<file path="config.mk">
export PLATFORM = sky130hd
export DESIGN_NAME = alu_reservation_station_flat
export DESIGN_NICKNAME = d
export VERILOG_FILES = /design/src/rtl/alu_reservation_station_if.sv /design/src/rtl/alu_reservation_station.sv /design/src/flat_wrapper.sv
export SDC_FILE = /design/constraint.sdc
export NUM_CORES = 1
export LEC_CHECK = 0
export BUFFER_PORTS_ARGS = -buffer_cell sky130_fd_sc_hd__buf_2
export CORE_ASPECT_RATIO = 2
export CORE_MARGIN = 3
export CORE_UTILIZATION = 45
export CTS_CLUSTER_SIZE = 20
export DETAILED_ROUTE_END_ITERATION = 16
export PLACE_DENSITY = 0.63
export SLEW_MARGIN = 20
export SYNTH_ARGS = -nofsm -noshare
export SYNTH_HDL_FRONTEND = slang
export SYNTH_SLANG_ARGS = --single-unit
</file>
<file path="constraint.sdc">
create_clock -name clk -period 13.2 [get_ports clk]
set_clock_uncertainty 0.15 [all_clocks]
set_input_delay 1.32 -clock clk [delete_from_list [all_inputs] [get_ports clk]]
set_output_delay 1.32 -clock clk [all_outputs]
set_load 0.05 [all_outputs]
</file>
<file path="src/rtl/alu_reservation_station_if.sv">
// Shared types for the ALU reservation station and the interface bundling its
// dispatch, CDB snoop and issue connections.
package alu_rs_pkg;
    localparam int PREG_W = 6;
    localparam int ROB_W  = 6;

    typedef enum logic [1:0] {
        op_b_imm   = 2'd0,
        op_b_reg   = 2'd1,
        op_b_lui   = 2'd2,
        op_b_auipc = 2'd3
    } alu_op_t;

    typedef struct packed {
        alu_op_t             opcode;
        logic [PREG_W-1:0]   ps1_addr;
        logic [PREG_W-1:0]   ps2_addr;
        logic [PREG_W-1:0]   pd_addr;
        logic [ROB_W-1:0]    rob_id;
        logic [31:0]         imm;
    } rs_entry_t;

    typedef struct packed {
        logic                ready;
        logic [PREG_W-1:0]   pr_dest;
    } cdb_t;
endpackage

interface alu_rs_if #(
    parameter int DEPTH     = 8,
    parameter int CDB_PORTS = 2
);
    import alu_rs_pkg::*;

    logic                     dispatch_valid;
    rs_entry_t                dispatch_entry;
    logic                     dispatch_ps1_ready;
    logic                     dispatch_ps2_ready;
    logic                     dispatch_ready;
    cdb_t [CDB_PORTS-1:0]     cdb;
    logic                     issue_valid;
    rs_entry_t                issue_entry;
    logic                     issue_ready;
    logic [PREG_W-1:0]        ps1_addr;
    logic [PREG_W-1:0]        ps2_addr;
    logic [$clog2(DEPTH):0]   occupancy;

    // Reservation-station side.
    modport slave (
        input  dispatch_valid, dispatch_entry, dispatch_ps1_ready, dispatch_ps2_ready,
        input  cdb, issue_ready,
        output dispatch_ready, issue_valid, issue_entry, ps1_addr, ps2_addr, occupancy
    );

    // Dispatch / CDB / ALU side.
    modport master (
        output dispatch_valid, dispatch_entry, dispatch_ps1_ready, dispatch_ps2_ready,
        output cdb, issue_ready,
        input  dispatch_ready, issue_valid, issue_entry, ps1_addr, ps2_addr, occupancy
    );
endinterface

</file>
<file path="src/rtl/alu_reservation_station.sv">
// Reservation station for ALU micro-ops: holds dispatched entries, wakes operands
// from the CDB and issues the lowest-index eligible entry each cycle.
module alu_reservation_station
    import alu_rs_pkg::*;
#(
    parameter int DEPTH     = 8,
    parameter int CDB_PORTS = 2
) (
    input  logic    clk,
    input  logic    rst,
    input  logic    flush,
    alu_rs_if.slave bus
);
    localparam int IDX_W = $clog2(DEPTH);
    localparam int OCC_W = IDX_W + 1;

    logic [DEPTH-1:0] r_valid;
    logic [DEPTH-1:0] r_rdy1;
    logic [DEPTH-1:0] r_rdy2;
    rs_entry_t        r_entry [DEPTH];
    logic [OCC_W-1:0] r_occ;

    logic [DEPTH-1:0] w_wake1;
    logic [DEPTH-1:0] w_wake2;
    logic [DEPTH-1:0] w_elig;
    logic [IDX_W-1:0] w_sel;
    logic             w_any_elig;
    logic [IDX_W-1:0] w_free;
    logic             w_disp_wake1;
    logic             w_disp_wake2;
    logic             w_disp_fire;
    logic             w_issue_fire;

    genvar gi;
    generate
        for (gi = 0; gi < DEPTH; gi++) begin : g_entry
            logic w_m1;
            logic w_m2;
            logic w_no_operands;

            always_comb begin
                w_m1 = 1'b0;
                w_m2 = 1'b0;
                for (int p = 0; p < CDB_PORTS; p++) begin
                    if (bus.cdb[p].ready && bus.cdb[p].pr_dest == r_entry[gi].ps1_addr) w_m1 = 1'b1;
                    if (bus.cdb[p].ready && bus.cdb[p].pr_dest == r_entry[gi].ps2_addr) w_m2 = 1'b1;
                end
            end

            assign w_no_operands = (r_entry[gi].opcode == op_b_lui) || (r_entry[gi].opcode == op_b_auipc);
            assign w_wake1[gi]   = w_m1;
            assign w_wake2[gi]   = w_m2;
            // Eligibility looks only at registered ready bits, so a wakeup takes effect next cycle.
            assign w_elig[gi]    = r_valid[gi] &
                                   (w_no_operands |
                                    (r_rdy1[gi] & ((r_entry[gi].opcode == op_b_imm) | r_rdy2[gi])));
        end
    endgenerate

    always_comb begin
        w_disp_wake1 = 1'b0;
        w_disp_wake2 = 1'b0;
        for (int p = 0; p < CDB_PORTS; p++) begin
            if (bus.cdb[p].ready && bus.cdb[p].pr_dest == bus.dispatch_entry.ps1_addr) w_disp_wake1 = 1'b1;
            if (bus.cdb[p].ready && bus.cdb[p].pr_dest == bus.dispatch_entry.ps2_addr) w_disp_wake2 = 1'b1;
        end
    end

    // Lowest-index eligible entry and lowest-index free entry.
    always_comb begin
        w_sel      = '0;
        w_any_elig = 1'b0;
        w_free     = '0;
        for (int i = DEPTH - 1; i >= 0; i--) begin
            if (w_elig[i]) begin
                w_sel      = IDX_W'(i);
                w_any_elig = 1'b1;
            end
            if (!r_valid[i]) w_free = IDX_W'(i);
        end
    end

    assign bus.dispatch_ready = (r_occ < OCC_W'(DEPTH));
    assign w_disp_fire        = bus.dispatch_valid & bus.dispatch_ready & ~flush;
    assign bus.issue_valid    = w_any_elig & ~flush;
    assign w_issue_fire       = bus.issue_valid & bus.issue_ready;
    assign bus.issue_entry    = r_entry[w_sel];
    assign bus.ps1_addr       = bus.issue_entry.ps1_addr;
    assign bus.ps2_addr       = bus.issue_entry.ps2_addr;
    assign bus.occupancy      = r_occ;

    always_ff @(posedge clk) begin
        if (rst || flush) begin
            r_valid <= '0;
            r_occ   <= '0;
        end else begin
            for (int i = 0; i < DEPTH; i++) begin
                if (w_issue_fire && w_sel == IDX_W'(i)) r_valid[i] <= 1'b0;
                if (w_disp_fire && w_free == IDX_W'(i)) r_valid[i] <= 1'b1;
            end
            r_occ <= r_occ + OCC_W'(w_disp_fire) - OCC_W'(w_issue_fire);
        end
    end

    // Payload and ready bits carry no reset; they are only meaningful under r_valid.
    always_ff @(posedge clk) begin
        for (int i = 0; i < DEPTH; i++) begin
            if (w_disp_fire && w_free == IDX_W'(i)) begin
                r_entry[i] <= bus.dispatch_entry;
                r_rdy1[i]  <= bus.dispatch_ps1_ready | w_disp_wake1;
                r_rdy2[i]  <= bus.dispatch_ps2_ready | w_disp_wake2;
            end else begin
                r_rdy1[i]  <= r_rdy1[i] | w_wake1[i];
                r_rdy2[i]  <= r_rdy2[i] | w_wake2[i];
            end
        end
    end
endmodule

</file>
<file path="src/flat_wrapper.sv">
// flat-port wrapper written by rule: the top's interface ports become plain ports
module alu_reservation_station_flat import alu_rs_pkg::*;
#(
    parameter int DEPTH     = 8,
    parameter int CDB_PORTS = 2
)
  (clk, rst, flush, bus_dispatch_valid, bus_dispatch_entry, bus_dispatch_ps1_ready, bus_dispatch_ps2_ready, bus_cdb, bus_issue_ready, bus_dispatch_ready, bus_issue_valid, bus_issue_entry, bus_ps1_addr, bus_ps2_addr, bus_occupancy);
  alu_rs_if #(.DEPTH(DEPTH), .CDB_PORTS(CDB_PORTS)) bus_i ();
  input  logic clk;
  input  logic rst;
  input  logic flush;
  input wire logic [$bits(bus_i.dispatch_valid)-1:0] bus_dispatch_valid;
  input wire logic [$bits(bus_i.dispatch_entry)-1:0] bus_dispatch_entry;
  input wire logic [$bits(bus_i.dispatch_ps1_ready)-1:0] bus_dispatch_ps1_ready;
  input wire logic [$bits(bus_i.dispatch_ps2_ready)-1:0] bus_dispatch_ps2_ready;
  input wire logic [$bits(bus_i.cdb)-1:0] bus_cdb;
  input wire logic [$bits(bus_i.issue_ready)-1:0] bus_issue_ready;
  output wire logic [$bits(bus_i.dispatch_ready)-1:0] bus_dispatch_ready;
  output wire logic [$bits(bus_i.issue_valid)-1:0] bus_issue_valid;
  output wire logic [$bits(bus_i.issue_entry)-1:0] bus_issue_entry;
  output wire logic [$bits(bus_i.ps1_addr)-1:0] bus_ps1_addr;
  output wire logic [$bits(bus_i.ps2_addr)-1:0] bus_ps2_addr;
  output wire logic [$bits(bus_i.occupancy)-1:0] bus_occupancy;
  assign bus_i.dispatch_valid = bus_dispatch_valid;
  assign bus_i.dispatch_entry = bus_dispatch_entry;
  assign bus_i.dispatch_ps1_ready = bus_dispatch_ps1_ready;
  assign bus_i.dispatch_ps2_ready = bus_dispatch_ps2_ready;
  assign bus_i.cdb = bus_cdb;
  assign bus_i.issue_ready = bus_issue_ready;
  assign bus_dispatch_ready = bus_i.dispatch_ready;
  assign bus_issue_valid = bus_i.issue_valid;
  assign bus_issue_entry = bus_i.issue_entry;
  assign bus_ps1_addr = bus_i.ps1_addr;
  assign bus_ps2_addr = bus_i.ps2_addr;
  assign bus_occupancy = bus_i.occupancy;
  alu_reservation_station #(.DEPTH(DEPTH), .CDB_PORTS(CDB_PORTS)) u_core (.clk(clk), .rst(rst), .flush(flush), .bus(bus_i));
endmodule
</file>
==> results of run 1 <==
-- sequential cells by signal (all words and copies together), names as in the netlist --
| register | count |
|---|---|
| u_core.r_entry | 464 |
| u_core.r_rdy1 | 8 |
| u_core.r_rdy2 | 8 |
| u_core.r_valid | 8 |
| u_core.bus.occupancy | 4 |
-- layer usage --
layer / up-vias / wire [µm] / GRT usage [%]
met5: - / 33 / 0
met4: 6 / 4530 / 16.5
met3: 230 / 4090 / 4.01
met2: 686 / 36100 / 45.7
met1: 7736 / 23300 / 27.4
li1: 6772 / - / -
-- stage by stage --
stage          instances  worst slack [ns]  utilization (%)  instance area, µm²
5_1_grt             2493              6.24             51.2               25300
6_report            2495              6.34             51.3               25300
4_1_cts             2492              6.39             51.2               25300
3_3_place_gp        2412              7.06             48.3               23800
2_1_floorplan       1720              8.03                -               22600
3_5_place_dp        2412              6.96             48.3               23800
-- cells by family after synthesis --
logic type / count (synthesis)
AOI/OAI and AO/OA: 464
buffers and inverters: 254
DFF: 492
muxes: 2
adders and majority gates: 5
and+or+nand+nor: 284
xor gates and xnor gates: 219
-- worst min-delay path, stage by stage (launching register included) --
cell                      delay (ns)
sky130_fd_sc_hd__dfxtp_1        0.34
sky130_fd_sc_hd__nor4_1         0.06
sky130_fd_sc_hd__a21oi_1        0.10
-- cells in the mapped netlist (2+ instances only) --
library cell and count:
sky130_fd_sc_hd__a21boi_0 2, sky130_fd_sc_hd__a21o_1 57, sky130_fd_sc_hd__a21oi_1 30, sky130_fd_sc_hd__a221oi_1 114, sky130_fd_sc_hd__a311oi_1 56, sky130_fd_sc_hd__a31oi_1 56, sky130_fd_sc_hd__and2_1 4, sky130_fd_sc_hd__and3_1 60
sky130_fd_sc_hd__buf_1 10, sky130_fd_sc_hd__buf_2 27, sky130_fd_sc_hd__buf_4 19, sky130_fd_sc_hd__buf_6 2, sky130_fd_sc_hd__clkbuf_1 70, sky130_fd_sc_hd__dfxtp_1 28, sky130_fd_sc_hd__edfxtp_1 464, sky130_fd_sc_hd__ha_1 4
sky130_fd_sc_hd__inv_1 126, sky130_fd_sc_hd__mux2i_1 2, sky130_fd_sc_hd__nand2_1 13, sky130_fd_sc_hd__nand2_2 2, sky130_fd_sc_hd__nand2b_1 2, sky130_fd_sc_hd__nand3_1 3, sky130_fd_sc_hd__nand4_1 37, sky130_fd_sc_hd__nor2_1 92
sky130_fd_sc_hd__nor2_2 2, sky130_fd_sc_hd__nor3_1 3, sky130_fd_sc_hd__nor3b_1 5, sky130_fd_sc_hd__nor3b_2 3, sky130_fd_sc_hd__nor4_1 43, sky130_fd_sc_hd__nor4b_1 2, sky130_fd_sc_hd__o211ai_1 2, sky130_fd_sc_hd__o21a_1 57
sky130_fd_sc_hd__o21ai_0 36, sky130_fd_sc_hd__o21ai_1 36, sky130_fd_sc_hd__o41ai_1 4, sky130_fd_sc_hd__or2_1 2, sky130_fd_sc_hd__or2_2 6, sky130_fd_sc_hd__xnor2_1 109, sky130_fd_sc_hd__xor2_1 110
-- placed cells by master, fill, tap and decap left out, types with 28 or more instances in the layout --
cell and instances:
sky130_fd_sc_hd__a311oi_1 56, sky130_fd_sc_hd__nor2_1 84, sky130_fd_sc_hd__a31oi_1 56, sky130_fd_sc_hd__xor2_1 110
sky130_fd_sc_hd__and3_1 59, sky130_fd_sc_hd__o21ai_0 36, sky130_fd_sc_hd__edfxtp_1 464, sky130_fd_sc_hd__nor4_1 43
sky130_fd_sc_hd__nand4_1 37, sky130_fd_sc_hd__o21ai_1 36, sky130_fd_sc_hd__dfxtp_1 28, sky130_fd_sc_hd__a21o_1 57
sky130_fd_sc_hd__o21a_1 57, sky130_fd_sc_hd__xnor2_1 109, sky130_fd_sc_hd__clkbuf_16 46, sky130_fd_sc_hd__inv_1 126
sky130_fd_sc_hd__a221oi_1 114, sky130_fd_sc_hd__buf_2 154, sky130_fd_sc_hd__a21oi_1 29
-- where the power goes --
part / switching, mW / internal, mW / total, mW
Sequential: 0.0244 / 1.73 / 1.75
Clock: 0.576 / 0.737 / 1.31
Combinational: 0.168 / 0.0686 / 0.236
Total: 0.768 / 2.54 / 3.30
-- worst max path at each step --
| stage | cells past startpoint | startpoint | endpoint |
|---|---|---|---|
| floorplan | 5 | flush | u_core.r_entry[6][0]$_DFFE_PP_ |
| global placement | 9 | u_core.r_entry[0][57]$_DFFE_PP_ | bus_issue_entry[1] |
| detailed placement | 9 | u_core.r_entry[0][57]$_DFFE_PP_ | bus_issue_entry[1] |
| CTS | 9 | u_core.r_entry[0][57]$_DFFE_PP_ | bus_issue_entry[1] |
| global route | 9 | u_core.r_entry[0][57]$_DFFE_PP_ | bus_issue_entry[1] |
| finish | 9 | u_core.r_entry[0][57]$_DFFE_PP_ | bus_issue_entry[1] |
-- layout make-up --
type | count | area share (%)
flip-flops and latches | 492 | 57.3
well taps | 643 | 3.18
diodes | 3 | 0.0297
inverters | 126 | 1.87
clock buffers | 52 | 4.64
repair buffers | 177 | 3.73
clock inverters | 28 | 1.13
multi-input cells | 974 | 28.1
==> reports/qor_table.md, run 1 <==
| Quantity | Reported |
| --- | --- |
| Max H-tree Level | 2 |
| Latest clock arrival within the worst-skew pair | 0.56 ns |
| Worst-case reg-to-reg path depth | 8 |
| Area delta synth->final | 12.1% |
| Synth Area in Adders | 0.311% |
| Crit end category | output pin |
| Placer congestion estimate | 0.920 |
| Number of storage elements in the synthesis netlist | 492 |
| Total routing usage reported by global routing | 25.5% |
| Final-report max-slew violation count | 0 |
| Static leakage | 8.84 nW |
| Final-layout worst hold slack | 0.382 ns |
| Routed via count | 15,430 |
| GRT Residual Overflow | 0 |
| Area taken by multi-input logic gates | 7110 µm² |
| CORE AREA | 49,400 µm² |
| Die outline area | 53,000 µm² |
| Area share of the largest cell type after synthesis | 61.8% |
| Starting density of the core | 45.7% |
| Outcome | completed |
| Maximum VDD drop | 103 µV |
| Clock-pin slew on the worst setup and hold paths | 0.07 ns |
| Crit path max-delay family | simple AND/OR/NAND/NOR gates |
| Max-slew headroom at the worst pin | 24.8% |
| Cell Rows | 115 |
| Max Cap Viol | 0 |
| Count of filler cells inserted in the layout | 4,229 |
| Post-Synthesis Mean Instance Area | 13.1 µm² |
| WL/cell | 27.3 µm |
| Main combinational cell family by area after synthesis | compound AO/OA/AOI/OAI gates |
| Power per unit of standard cell area | 131 nW/µm² |
| Total CTS buffers | 44 |
| Register cell area after layout | 14,500 µm² |
| Via count of the first global-routing pass | 16,237 |
| Sequence of cells on the critical path | nor3b_2 > or2_2 > buf_4 > and2_2 > buf_4 > a221oi_1 > o21a_1 > a221oi_1 > buf_2 |
| Overall die height | 323 µm |
| Proportion of synthesized chip area in sequential cells | 64.2% |
| Number of antenna violations at the first check in global routing | 6 |
| Number of remaining DRC errors | 0 |
| Count of buffers from port buffering | 154 |
| Worst min-delay path endpoint | u_core.r_rdy1[1]$_DFF_P_ |
| Largest area contributor in the netlist | sky130_fd_sc_hd__edfxtp_1 |
| Post-synthesis cell count | 1,720 |
| Mapped Area | 22,600 µm² |
| Maximum frequency from static timing analysis | 0.146 GHz |
| Antenna Nets Post-Route | 0 |
| Unrepaired setup endpoints after global routing | false |
| Slew at the pin closest to its max-slew limit | 1.12 ns |
| Startpoint of the worst register-to-register path | u_core.r_valid[1]$_SDFFE_PP0P_ |
| Kind of launch point of the worst setup path | flop |
| Maximum number of pins on one net before global-route repair | 72 |
| Average vias per placed instance | 6.18 |
| Post-synth EDFFs | 464 |
| Total power | 3.30 mW |
| Synthesized netlist net count | 1,804 |
| Post-synthesis compound-gate area fraction | 15.2% |
| Worst Path Class, Setup | flop to output pin |
| Placed wire-length estimate after detailed placement | 41.1 mm |
| TritonCTS sink count | 492 |
| Start point of the worst hold path | u_core.r_rdy1[1]$_DFF_P_ |
| Largest stage delay on the critical path | 0.65 ns |
| Final Critical Period | 6.86 ns |
| CTS resizes | 0 |
| Width of the chip | 164 µm |
| Total routed wirelength | 68.0 mm |
| Worst EP required | 11.73 ns |
| Buffers from clock root to sink, at most | 3 |
| Depth of the worst hold-timing path | 2 |
| Slowest stage cell on the critical path | sky130_fd_sc_hd__or2_2 |
| Number of failing hold endpoints at the final stage | 0 |
| Simple-gate portion of the synthesized area | 6.87% |
| Setup violators final | 0 |
| Synthesis warning total | 0 |
| Accumulated negative setup slack | 0 ns |
| Worst hold-check path type | flop to flop |
| Setup slack on the worst flop-to-flop path | 9.44 ns |
| Distinct cell type count after synthesis | 59 |
| Buffers inserted by post-CTS timing repair | 0 |
| Ranking of synthesized cells by area | sky130_fd_sc_hd__edfxtp_1 62%, sky130_fd_sc_hd__a221oi_1 4.4%, sky130_fd_sc_hd__xor2_1 4.3%, sky130_fd_sc_hd__xnor2_1 4.2%, sky130_fd_sc_hd__dfxtp_1 2.5% |
| Nets | 1,899 |
| TritonCTS clock tree | done |
| Critical path fanouts, max | 43 |
| Period utilisation layout | 52.0% |
| Post-synthesis share of cell area spent on xor and xnor gates | 8.50% |
| Drt first pass iters | 6 |
| Buffers plus inverters on the worst setup path | 3 |
| Number of buffers added to fix hold violations after cts | 0 |
| Arrival time at the worst endpoint | 5.39 ns |
| Layout cell share with drive strength beyond 1 | 15.1% |
| Asr flop ratio synth | 0% |
| Capturing point of the worst reg2reg path | u_core.r_valid[4]$_SDFFE_PP0P_ |
| Multiplexer share of the synthesized area | 0.0887% |
| Top-Level Pins | 155 |
| Most used DFF post-synth | sky130_fd_sc_hd__edfxtp_1 |
| First-pass GRT wire length | 100 mm |
| Detailed router's first-iteration violation count | 1,217 |
| Root buffer selected by CTS | sky130_fd_sc_hd__clkbuf_16 |
Power figures use the tool's default switching activity.
==> run 2: changes to the inputs <==
Settings changed: PLACE_DENSITY 0.63 to 0.66.
Clock period 13.2 ns to 6.2 ns, I/O delays scaled along.
==> run 2 against run 1 <==
First-iteration DRC count is 0.74% lower. Sequential power is 110% higher. Critical endpoint is now bus_issue_entry[4]. Sequential cell count stayed put. Clock power is 120% higher. Worst setup slack worse by 5.5 ns. Non-clock buffer count is 14 higher. Worst hold slack worse by 0.20 ns. Largest cell class unchanged. Count of clock-buffer cells in the layout is 4 lower. Register-to-register slack worse by 6.8 ns. Final area is 0.74% higher.
==> reports/qor_table.md, run 2 (same netlist as run 1, synthesis figures left out) <==
| Quantity | Reported | vs previous |
| --- | --- | --- |
| Outcome | completed |  |
| Sequence of cells on the critical path | o21ai_1 > nor2_4 > nor4_2 > and2_2 > buf_4 > a221oi_1 > o21a_1 > a221oi_1 > buf_2 |  |
| Static leakage | 8.95 nW | +1.2% |
| Period utilisation layout | 86.0% |  |
| Final Instance Area | 25,500 µm² | +0.74% |
| Worst EP required | 5.43 ns | -6.30 ns |
| Critical path fanouts, max | 31 | -28% |
| WL/cell | 27.1 µm | -0.67% |
| Root buffer selected by CTS | sky130_fd_sc_hd__clkbuf_16 |  |
| Slowest stage cell on the critical path | sky130_fd_sc_hd__and2_2 |  |
| Layout cell share with drive strength beyond 1 | 15.7% | +0.56 points |
| Cell Rows | 115 | unchanged |
| Flip-flop count of the largest register after layout | 464 | unchanged |
| Count of buffers from port buffering | 154 | unchanged |
| Number of buffers added to fix hold violations after cts | 0 | unchanged |
| Maximum number of pins on one net before global-route repair | 62 | -14% |
| Max-slew headroom at the worst pin | 35.9% | +11 points |
| Worst Path Class, Setup | flop to output pin |  |
| GRT Residual Overflow | 0 | unchanged |
| Final Critical Period | 5.33 ns |  |
| Width of the chip | 164 µm | unchanged |
| CTS resizes | 0 | unchanged |
| Routed met2 length | 35.4 mm | -1.8% |
| Buffers plus inverters on the worst setup path | 2 | -1 |
| Total routing usage reported by global routing | 25.3% | -0.18 points |
| Worst slack at placement | 1.52 ns | -5.43 ns |
| Total power | 7.15 mW | +120% |
| Die outline area | 53,000 µm² | unchanged |
| Slew at the pin closest to its max-slew limit | 0.959 ns | -0.165 ns |
| Most common cell after layout, fill and taps aside | sky130_fd_sc_hd__edfxtp_1 |  |
| Total CTS buffers | 43 | -2.3% |
| Wl on met1 | 22.9 mm | -1.5% |
| Kind of launch point of the worst setup path | flop |  |
| Post-layout instance count excluding filler cells | 2,508 | +0.52% |
| Clock-pin slew on the worst setup and hold paths | 0.07 ns | about the same |
| Unrepaired setup endpoints after global routing | false |  |
| Count of filler cells inserted in the layout | 4,192 | -0.87% |
| TritonCTS clock tree | done |  |
| Nets | 1,912 | +0.68% |
| Maximum VDD drop | 250 µV | +140% |
| Utilization after layout | 51.6% | +0.38 points |
| Detailed-routed wire length on met3 | 4.22 mm | +3.2% |
| Area taken by multi-input logic gates | 7100 µm² | -0.14% |
| Number of failing hold endpoints at the final stage | 0 | unchanged |
| Crit end category | output pin |  |
| Antenna Nets Post-Route | 0 | unchanged |
| Buffers from clock root to sink, at most | 3 | unchanged |
| Final-layout worst hold slack | 0.186 ns | -0.196 ns |
| Max Cap Viol | 0 | unchanged |
| First-pass GRT wire length | 99.7 mm | -0.63% |
| Routed via count | 15,681 | +1.6% |
| Register with the most flip-flops | u_core.r_entry |  |
| Number of remaining DRC errors | 0 | unchanged |
| Top Layer Used | met5 |  |
| Largest stage delay on the critical path | 0.84 ns | +0.19 ns |
| Maximum frequency from static timing analysis | 0.188 GHz |  |
| Drt first pass iters | 6 | unchanged |
| Placer congestion estimate | 0.936 | +1.7% |
| Area delta synth->final | 12.9% |  |
| Worst hold-check path type | primary input to flop |  |
| Overall die height | 323 µm | unchanged |
| Average vias per placed instance | 6.25 | +1.1% |
| Final-report max-slew violation count | 0 | unchanged |
| Starting density of the core | 45.7% | unchanged |
| CORE AREA | 49,400 µm² | unchanged |
| Post-placement cell area | 24,000 µm² | +0.63% |
| Placed wire-length estimate after detailed placement | 44.7 mm | +8.6% |
| Post-placement cell count | 2,426 | +0.58% |
| Top-Level Pins | 155 | unchanged |
| Final worst slack | 0.871 ns | -5.46 ns |
| Setup violators final | 0 | unchanged |
| Detailed router's first-iteration violation count | 1,208 | -0.74% |
| Total routed wirelength | 67.9 mm | -0.15% |
| TritonCTS sink count | 492 | unchanged |
| Power per unit of standard cell area | 280 nW/µm² | +110% |
| Buffers inserted by post-CTS timing repair | 0 | unchanged |
| Accumulated negative setup slack | 0 ns | unchanged |
| Setup slack on the worst flop-to-flop path | 2.63 ns | -6.81 ns |
| Most prevalent standard cell on the critical path | sky130_fd_sc_hd__a221oi_1 |  |
| Arrival time at the worst endpoint | 4.56 ns | -0.83 ns |
| Number of antenna violations at the first check in global routing | 7 | +1 |
| Via count of the first global-routing pass | 16,059 | -1.1% |
| Latest clock arrival within the worst-skew pair | 0.57 ns | about the same |
| Crit path max-delay family | simple AND/OR/NAND/NOR gates |  |
| Commonest non-fill, non-tap cells in the layout | 464 x sky130_fd_sc_hd__edfxtp_1, 155 x sky130_fd_sc_hd__buf_2, 126 x sky130_fd_sc_hd__inv_1 |  |
| Register cell area after layout | 14,500 µm² | unchanged |
| Max H-tree Level | 2 | unchanged |
## run 2: changes by cell type in the layout (fill, tap and decap cells not counted), moves of 2 or more
cell / change
sky130_fd_sc_hd__clkbuf_16: -3
sky130_fd_sc_hd__buf_16: +2
sky130_fd_sc_hd__bufinv_16: +5
sky130_fd_sc_hd__buf_4: +10
sky130_fd_sc_hd__diode_2: +2
sky130_fd_sc_hd__nor3_1: +2
sky130_fd_sc_hd__clkinv_1: -2
sky130_fd_sc_hd__nor3_2: -2
## run 2: worst paths after layout
path                                         from                                 end  cells past startpoint
setup / recovery  u_core.r_entry[2][57]$_DFFE_PP_                  bus_issue_entry[4]                      9
hold / removal             bus_dispatch_entry[42]     u_core.r_entry[1][42]$_DFFE_PP_                      1
setup reg to reg  u_core.r_entry[0][57]$_DFFE_PP_  u_core.bus.occupancy[2]$_SDFF_PP0_                     13
hold reg to reg    u_core.r_valid[3]$_SDFFE_PP0P_      u_core.r_valid[3]$_SDFFE_PP0P_                      2
## run 2: layer usage
layer / vias to the layer above / global-route usage [%]
met3: 242 / 3.11
met5: - / 0
met2: 766 / 45.3
met4: 4 / 17.0
met1: 7857 / 27.6
li1: 6812 / -
## run 2: layout make-up
| class | instances | share of cell area (%) |
|---|---|---|
| diodes | 5 | 0.0491 |
| clock buffers | 48 | 4.30 |
| clock inverters | 29 | 1.57 |
| inverters | 126 | 1.86 |
| multi-input cells | 974 | 27.9 |
| flip-flops and latches | 492 | 56.9 |
| well taps | 643 | 3.16 |
| repair buffers | 191 | 4.31 |
## run 2: power by group
group	switching, mW	internal [mW]
Sequential	0.0522	3.68
Combinational	0.360	0.147
Clock	1.21	1.69
Total	1.62	5.52
## run 2: worst reg2reg max path: cells and delay by family (launching register included)
family          cells  cell delay (ns)
simple gates        6             1.64
fa+ha+maj           3             0.82
flops               1             0.44
compound gates      1             0.14
xor+xnor            1             0.14
buf+inv             2             0.12
